### src/rtl/bj_pkg.sv
// Shared branch/jump opcode and 2-bit predictor counter encodings.
// Used by the resolve top and by the predictor table.
package bj_pkg;

    typedef enum logic [2:0] {
        BJ_BEQ  = 3'b000,
        BJ_BNE  = 3'b001,
        BJ_NONE = 3'b010,
        BJ_JUMP = 3'b011,
        BJ_BLT  = 3'b100,
        BJ_BGE  = 3'b101,
        BJ_BLTU = 3'b110,
        BJ_BGEU = 3'b111
    } bj_op_e;

    typedef enum logic [1:0] {
        CTR_SNT = 2'b00,
        CTR_WNT = 2'b01,
        CTR_WT  = 2'b10,
        CTR_ST  = 2'b11
    } ctr_e;

    localparam ctr_e CTR_RESET = CTR_WNT;

    function automatic ctr_e ctr_next(input ctr_e c, input logic taken);
        ctr_e n;
        n = c;
        if (taken && (c != CTR_ST)) begin
            n = ctr_e'(c + 2'd1);
        end else if (!taken && (c != CTR_SNT)) begin
            n = ctr_e'(c - 2'd1);
        end
        return n;
    endfunction

    function automatic logic bj_is_cond(input bj_op_e op);
        return !((op == BJ_NONE) || (op == BJ_JUMP));
    endfunction

endpackage

### src/rtl/bht_table.sv
// Array of 2-bit saturating predictor counters, reset to weak-not-taken.
// Combinational read, one write per cycle; reads return the pre-write value.
module bht_table
    import bj_pkg::*;
#(
    parameter int DEPTH = 16,
    parameter int IDX_W = $clog2(DEPTH)
) (
    input  logic             clk_i,
    input  logic             rst_i,
    input  logic [IDX_W-1:0] rd_idx_i,
    output ctr_e             rd_ctr_o,
    input  logic             wr_en_i,
    input  logic [IDX_W-1:0] wr_idx_i,
    input  logic             wr_taken_i
);

    ctr_e ctr_q [DEPTH];
    ctr_e wr_ctr_d;

    assign rd_ctr_o = ctr_q[rd_idx_i];
    assign wr_ctr_d = ctr_next(ctr_q[wr_idx_i], wr_taken_i);

    always_ff @(posedge clk_i or posedge rst_i) begin
        if (rst_i) begin
            for (int i = 0; i < DEPTH; i++) begin
                ctr_q[i] <= CTR_RESET;
            end
        end else if (wr_en_i) begin
            ctr_q[wr_idx_i] <= wr_ctr_d;
        end
    end

endmodule

### src/rtl/branch_predict_resolve.sv
// EX-stage branch resolve with optional 2-bit predictor table (BRANCH_PREDICT_RESOLVE_BHT_EN).
// Without the table, PRED_TAKEN is 0 and every resolved-taken branch flushes.
module branch_predict_resolve
    import bj_pkg::*;
#(
    parameter int XLEN      = 32,
    parameter int BHT_DEPTH = 16,
    parameter int CNT_W     = 16
) (
    input  logic             CLK,
    input  logic             RESET,
    input  logic [XLEN-1:0]  IF_PC,
    output logic             PRED_TAKEN,
    input  logic             EX_VALID,
    input  logic [XLEN-1:0]  EX_PC,
    input  logic             EX_PRED_TAKEN,
    input  logic [2:0]       BRANCH_JUMP,
    input  logic [XLEN-1:0]  DATA1,
    input  logic [XLEN-1:0]  DATA2,
    input  logic             STALL,
    output logic             PC_SEL_OUT,
    output logic             FLUSH,
    output logic [CNT_W-1:0] MISPRED_CNT
);

    localparam int IDX_W = $clog2(BHT_DEPTH);

    bj_op_e           op;
    logic             resolved_taken;
    logic             ex_fire;
    logic             mispred;
    logic             unused_bits;
    logic             pc_sel_q, pc_sel_d;
    logic             flush_q, flush_d;
    logic [CNT_W-1:0] cnt_q, cnt_d;

    assign op      = bj_op_e'(BRANCH_JUMP);
    assign ex_fire = EX_VALID & ~STALL;

    always_comb begin
        resolved_taken = 1'b0;
        case (op)
            BJ_BEQ:  resolved_taken = (DATA1 == DATA2);
            BJ_BNE:  resolved_taken = (DATA1 != DATA2);
            BJ_BLT:  resolved_taken = ($signed(DATA1) <  $signed(DATA2));
            BJ_BGE:  resolved_taken = ($signed(DATA1) >= $signed(DATA2));
            BJ_BLTU: resolved_taken = (DATA1 <  DATA2);
            BJ_BGEU: resolved_taken = (DATA1 >= DATA2);
            BJ_JUMP: resolved_taken = 1'b1;
            default: resolved_taken = 1'b0;
        endcase
    end

`ifdef BRANCH_PREDICT_RESOLVE_BHT_EN
    ctr_e rd_ctr;

    bht_table #(
        .DEPTH (BHT_DEPTH),
        .IDX_W (IDX_W)
    ) u_bht (
        .clk_i      (CLK),
        .rst_i      (RESET),
        .rd_idx_i   (IF_PC[IDX_W+1:2]),
        .rd_ctr_o   (rd_ctr),
        .wr_en_i    (ex_fire & bj_is_cond(op)),
        .wr_idx_i   (EX_PC[IDX_W+1:2]),
        .wr_taken_i (resolved_taken)
    );

    assign PRED_TAKEN  = rd_ctr[1];
    assign mispred     = ex_fire & (resolved_taken != EX_PRED_TAKEN);
    assign unused_bits = ^{IF_PC, EX_PC, rd_ctr};
`else
    // No predictor: every fetch is predicted not-taken, so any taken branch mispredicts.
    assign PRED_TAKEN  = 1'b0;
    assign mispred     = ex_fire & resolved_taken;
    assign unused_bits = ^{IF_PC, EX_PC, EX_PRED_TAKEN, IDX_W[0]};
`endif

    always_comb begin
        pc_sel_d = pc_sel_q;
        flush_d  = flush_q;
        cnt_d    = cnt_q;
        if (!STALL) begin
            pc_sel_d = EX_VALID & resolved_taken;
            flush_d  = mispred;
            if (mispred && (cnt_q != {CNT_W{1'b1}})) begin
                cnt_d = cnt_q + CNT_W'(1);
            end
        end
    end

    always_ff @(posedge CLK or posedge RESET) begin
        if (RESET) begin
            pc_sel_q <= 1'b0;
            flush_q  <= 1'b0;
            cnt_q    <= '0;
        end else begin
            pc_sel_q <= pc_sel_d;
            flush_q  <= flush_d;
            cnt_q    <= cnt_d;
        end
    end

    assign PC_SEL_OUT  = pc_sel_q;
    assign FLUSH       = flush_q;
    assign MISPRED_CNT = cnt_q;

endmodule
### config.mk
export PLATFORM = sky130hd
export DESIGN_NAME = branch_predict_resolve
export DESIGN_NICKNAME = d
export VERILOG_FILES = /design/src/rtl/bj_pkg.sv /design/src/rtl/bht_table.sv /design/src/rtl/branch_predict_resolve.sv
export SDC_FILE = /design/constraint.sdc
export NUM_CORES = 1
export LEC_CHECK = 0
export CAP_MARGIN = 10
export CORE_MARGIN = 5
export CORE_UTILIZATION = 37
export DETAILED_ROUTE_END_ITERATION = 16
export GPL_ROUTABILITY_DRIVEN = 0
export GPL_TIMING_DRIVEN = 0
export PLACE_DENSITY_LB_ADDON = 0.25
export SLEW_MARGIN = 20
export SYNTH_ARGS = -nofsm -noshare
export SYNTH_HDL_FRONTEND = slang
export SYNTH_HIERARCHICAL = 1
export SYNTH_SLANG_ARGS = --single-unit
### constraint.sdc
create_clock -name CLK -period 4.3 [get_ports CLK]
set_input_delay 1.29 -clock CLK [delete_from_list [all_inputs] [get_ports CLK]]
set_output_delay 1.29 -clock CLK [all_outputs]
set_load 0.05 [all_outputs]
==> summary.json <==
{
  "outcome": {"value": "complete, no violations"},
  "gr-total-overflow": {"value": 0},
  "synth_cell_types": {"value": 47},
  "slack_of_the_worst_reg_to_reg_path": {"value": 2110, "unit": "ps"},
  "finalSetupTns": {"value": 0, "unit": "ps"},
  "path_cells": {"value": "clkdlybuf4s50_1 > inv_1 > ha_1 > nand4_4 > nor4_4 > a311o_1 > and3_4 > buf_6 > nand4_1 > nor3_2 > mux2_1"},
  "drt_drc_violations_left": {"value": 0},
  "final_slew_viol_count": {"value": 0},
  "final.min_clock_period": {"value": 3800, "unit": "ps"},
  "mappedNetlistNets": {"value": 391},
  "syn_avg_cell_area": {"value": 9.02, "unit": "µm²"},
  "cts.path.max_buffers": {"value": 2},
  "finalClockSkew": {"value": 0.848, "unit": "ps"},
  "drt_iter0_drcs": {"value": 58},
  "clk-insertion-delay-late": {"value": 250, "unit": "ps"},
  "drive_gt1_frac": {"value": 0.105},
  "insertedDiodeCount": {"value": 0},
  "report.power.total": {"value": 0.000689, "unit": "W"},
  "grt_pass1_wl": {"value": 8.40, "unit": "mm"},
  "setup.worst_path.start_class": {"value": "input port"},
  "cts.repair.resized": {"value": 0},
  "floorplan.initialDensity": {"value": 0.387},
  "setup_repair_after_global_routing_missed_its_margin": {"value": "false"},
  "buffer_ports.inserted": {"value": 88},
  "synth-edff-count": {"value": 0},
  "design.portCount": {"value": 155},
  "layout.core_utilization": {"value": 0.582},
  "drt-pass1-iter-count": {"value": 4},
  "holdBufCountCts": {"value": 0},
  "drtAntennaViolNets": {"value": 0},
  "cts_buffers": {"value": 3},
  "synth.yosys.seq_area_share": {"value": 0.225},
  "drt-total-wl": {"value": 4.96, "unit": "mm"},
  "fmaxAchievable": {"value": 263, "unit": "MHz"},
  "worstHoldPathType": {"value": "flip-flop to flip-flop"},
  "clock_tree_from_tritoncts": {"value": "done"},
  "hpwl": {"value": 4.25, "unit": "mm"},
  "worst_path_largest_cell_delay": {"value": 450, "unit": "ps"},
  "maxSlewHeadroom": {"value": 0.528},
  "worst_slew_pin_slew": {"value": 707, "unit": "ps"},
  "clkTransAtPathRegs": {"value": 60, "unit": "ps"},
  "synth.area.top_cells": {"value": "dfrtp_1 (23%), ha_1 (21%), inv_1 (7.1%)"},
  "core_region_area": {"value": 0.00517, "unit": "mm²"},
  "worstSetupEndpointType": {"value": "flip-flop"},
  "core.rowCount": {"value": 26},
  "final_common_cell": {"value": "clkdlybuf4s50_1"},
  "chipHeight": {"value": 83.6, "unit": "µm"},
  "vias": {"value": 1867},
  "h-tree-depth": {"value": 1},
  "grt_max_degree": {"value": 19},
  "die_w": {"value": 83.6, "unit": "µm"},
  "fp.dieArea": {"value": 0.00698, "unit": "mm²"},
  "synthesis.yosys.warnings": {"value": 6},
  "postSynthCellCount": {"value": 222},
  "timing.final.crit_share": {"value": 0.884},
  "global_route.usage.total": {"value": 0.143},
  "fin_worst_hold_slack": {"value": 486, "unit": "ps"},
  "mostFrequentLayoutCells": {"value": "clkdlybuf4s50_1 (88), inv_1 (38), ha_1 (33)"},
  "hold_viol_final": {"value": 0},
  "max-vdd-ir-drop": {"value": 234, "unit": "µV"},
  "cp.required": {"value": 4430, "unit": "ps"},
  "clock_tree.root_cell": {"value": "clkbuf_8"},
  "grt_antenna_before_repair": {"value": 0},
  "max_capacitance_violation_count": {"value": 0},
  "post_drt_wl_per_cell": {"value": 12.9, "unit": "µm"},
  "power.density_cell_area": {"value": 229, "unit": "mW/mm²"},
  "drt-vias-per-instance": {"value": 4.87},
  "setup.worst_path.class": {"value": "input port to flip-flop"},
  "timing.critical_path.fanout_max": {"value": 10},
  "synth.top_cell.area_share": {"value": 0.225},
  "synthArstFlopShare": {"value": 1.00},
  "synthDominantAreaCellType": {"value": "dfrtp_1"},
  "crit_slowest_cell": {"value": "clkdlybuf4s50_1"},
  "setup_viol_count_final": {"value": 0},
  "leakagePower": {"value": 1.43, "unit": "nW"},
  "yosys_register_bits": {"value": 18},
  "layout.nets": {"value": 484},
  "syn_to_final_growth": {"value": 50.4, "unit": "%"},
  "synth_ff_type": {"value": "dfrtp_1"},
  "worstPathArrival": {"value": 3940, "unit": "ps"},
  "grt_pass1_vias": {"value": 1932},
  "post-cts-setup-buffer-count": {"value": 0},
  "clock_sink_count": {"value": 18},
  "syn_area": {"value": 0.00200, "unit": "mm²"}
}
## state kept, by name (all words and copies together), names as in the netlist
register     flops
MISPRED_CNT     16
FLUSH            1
PC_SEL_OUT       1
## logic make-up (layout without fill, tap and decap cells)
group,count (synthesis),count (layout),share of synthesized area
AO/OA/AOI/OAI,35,35,0.113
XOR/XNOR,12,12,0.0525
adder cells (fa/ha/maj),33,33,0.206
buffers and inverters,43,134,0.0937
flip-flops,18,18,0.225
multiplexers,4,4,0.0219
other,1,1,0.00187
AND/OR/NAND/NOR,76,76,0.286
## metrics by stage
step                      worst slack [ps]  instance area [µm²]  cells
after floorplan                        927                 2000    222
after global placement                 238                 2970    380
after detailed placement               218                 2970    380
after CTS                              487                 3010    383
after global routing                   318                 3010    383
final                                  497                 3010    383
## layout make-up
cell class	instances	area (µm²)
inverter	38	143
timing repair buffer	88	881
tap	70	87.6
multi-input combinational	161	1360
fill	489	2160
sequential	18	450
buffer	5	45.0
clock buffer	3	41.3
## critical path, delay by kind of cell
kind	cells	cell delay [ps]
AND/OR/NAND/NOR	5	1050
buffers and inverters	3	630
adder cells (fa/ha/maj)	1	420
multiplexers	1	340
AO/OA/AOI/OAI	1	220
## where the power goes
group / leakage [nW] / internal, W / switching (W)
sequential: 0.227 / 0.000192 / 0.0000291
clock: 0.0216 / 0.0000622 / 0.0000536
combinational: 1.18 / 0.000160 / 0.000192
## cells in the mapped netlist (2+ instances only)
cell type	number
inv_1	38
ha_1	33
dfrtp_1	18
nand2_1	17
a21oi_1	16
nand4_1	11
nor3_2	10
xor2_1	9
nand3_1	5
nor3_1	4
nor3b_1	4
nor4_4	4
and4_1	3
buf_6	3
mux2_1	3
nor2_1	3
o21ai_0	3
xnor2_1	3
a21o_1	2
and2_1	2
and3_1	2
nand2b_1	2
nor4_2	2
o21ai_1	2
## worst paths after layout
| path | start | end | cells past startpoint |
|---|---|---|---|
| worst min register to register | FLUSH | FLUSH | 1 |
| max in group asynchronous | RESET | MISPRED_CNT[9] | 2 |
| min in group asynchronous | RESET | MISPRED_CNT[6] | 2 |
| worst max register to register | MISPRED_CNT[3] | MISPRED_CNT[9] | 7 |
| worst min-delay path | FLUSH | FLUSH | 1 |
| worst max-delay path | DATA2[31] | MISPRED_CNT[14] | 11 |
## metal layers
layer | vias up | share of wire | global-route usage
li1 | 967 | - | -
met2 | 49 | 0.50 | 0.262
met1 | 847 | 0.41 | 0.159
met3 | 4 | 0.077 | 0.0454
met5 | - | 0 | 0
met4 | 0 | 0.011 | 0.0351
Note: power is estimated with default switching activity, not from simulation.
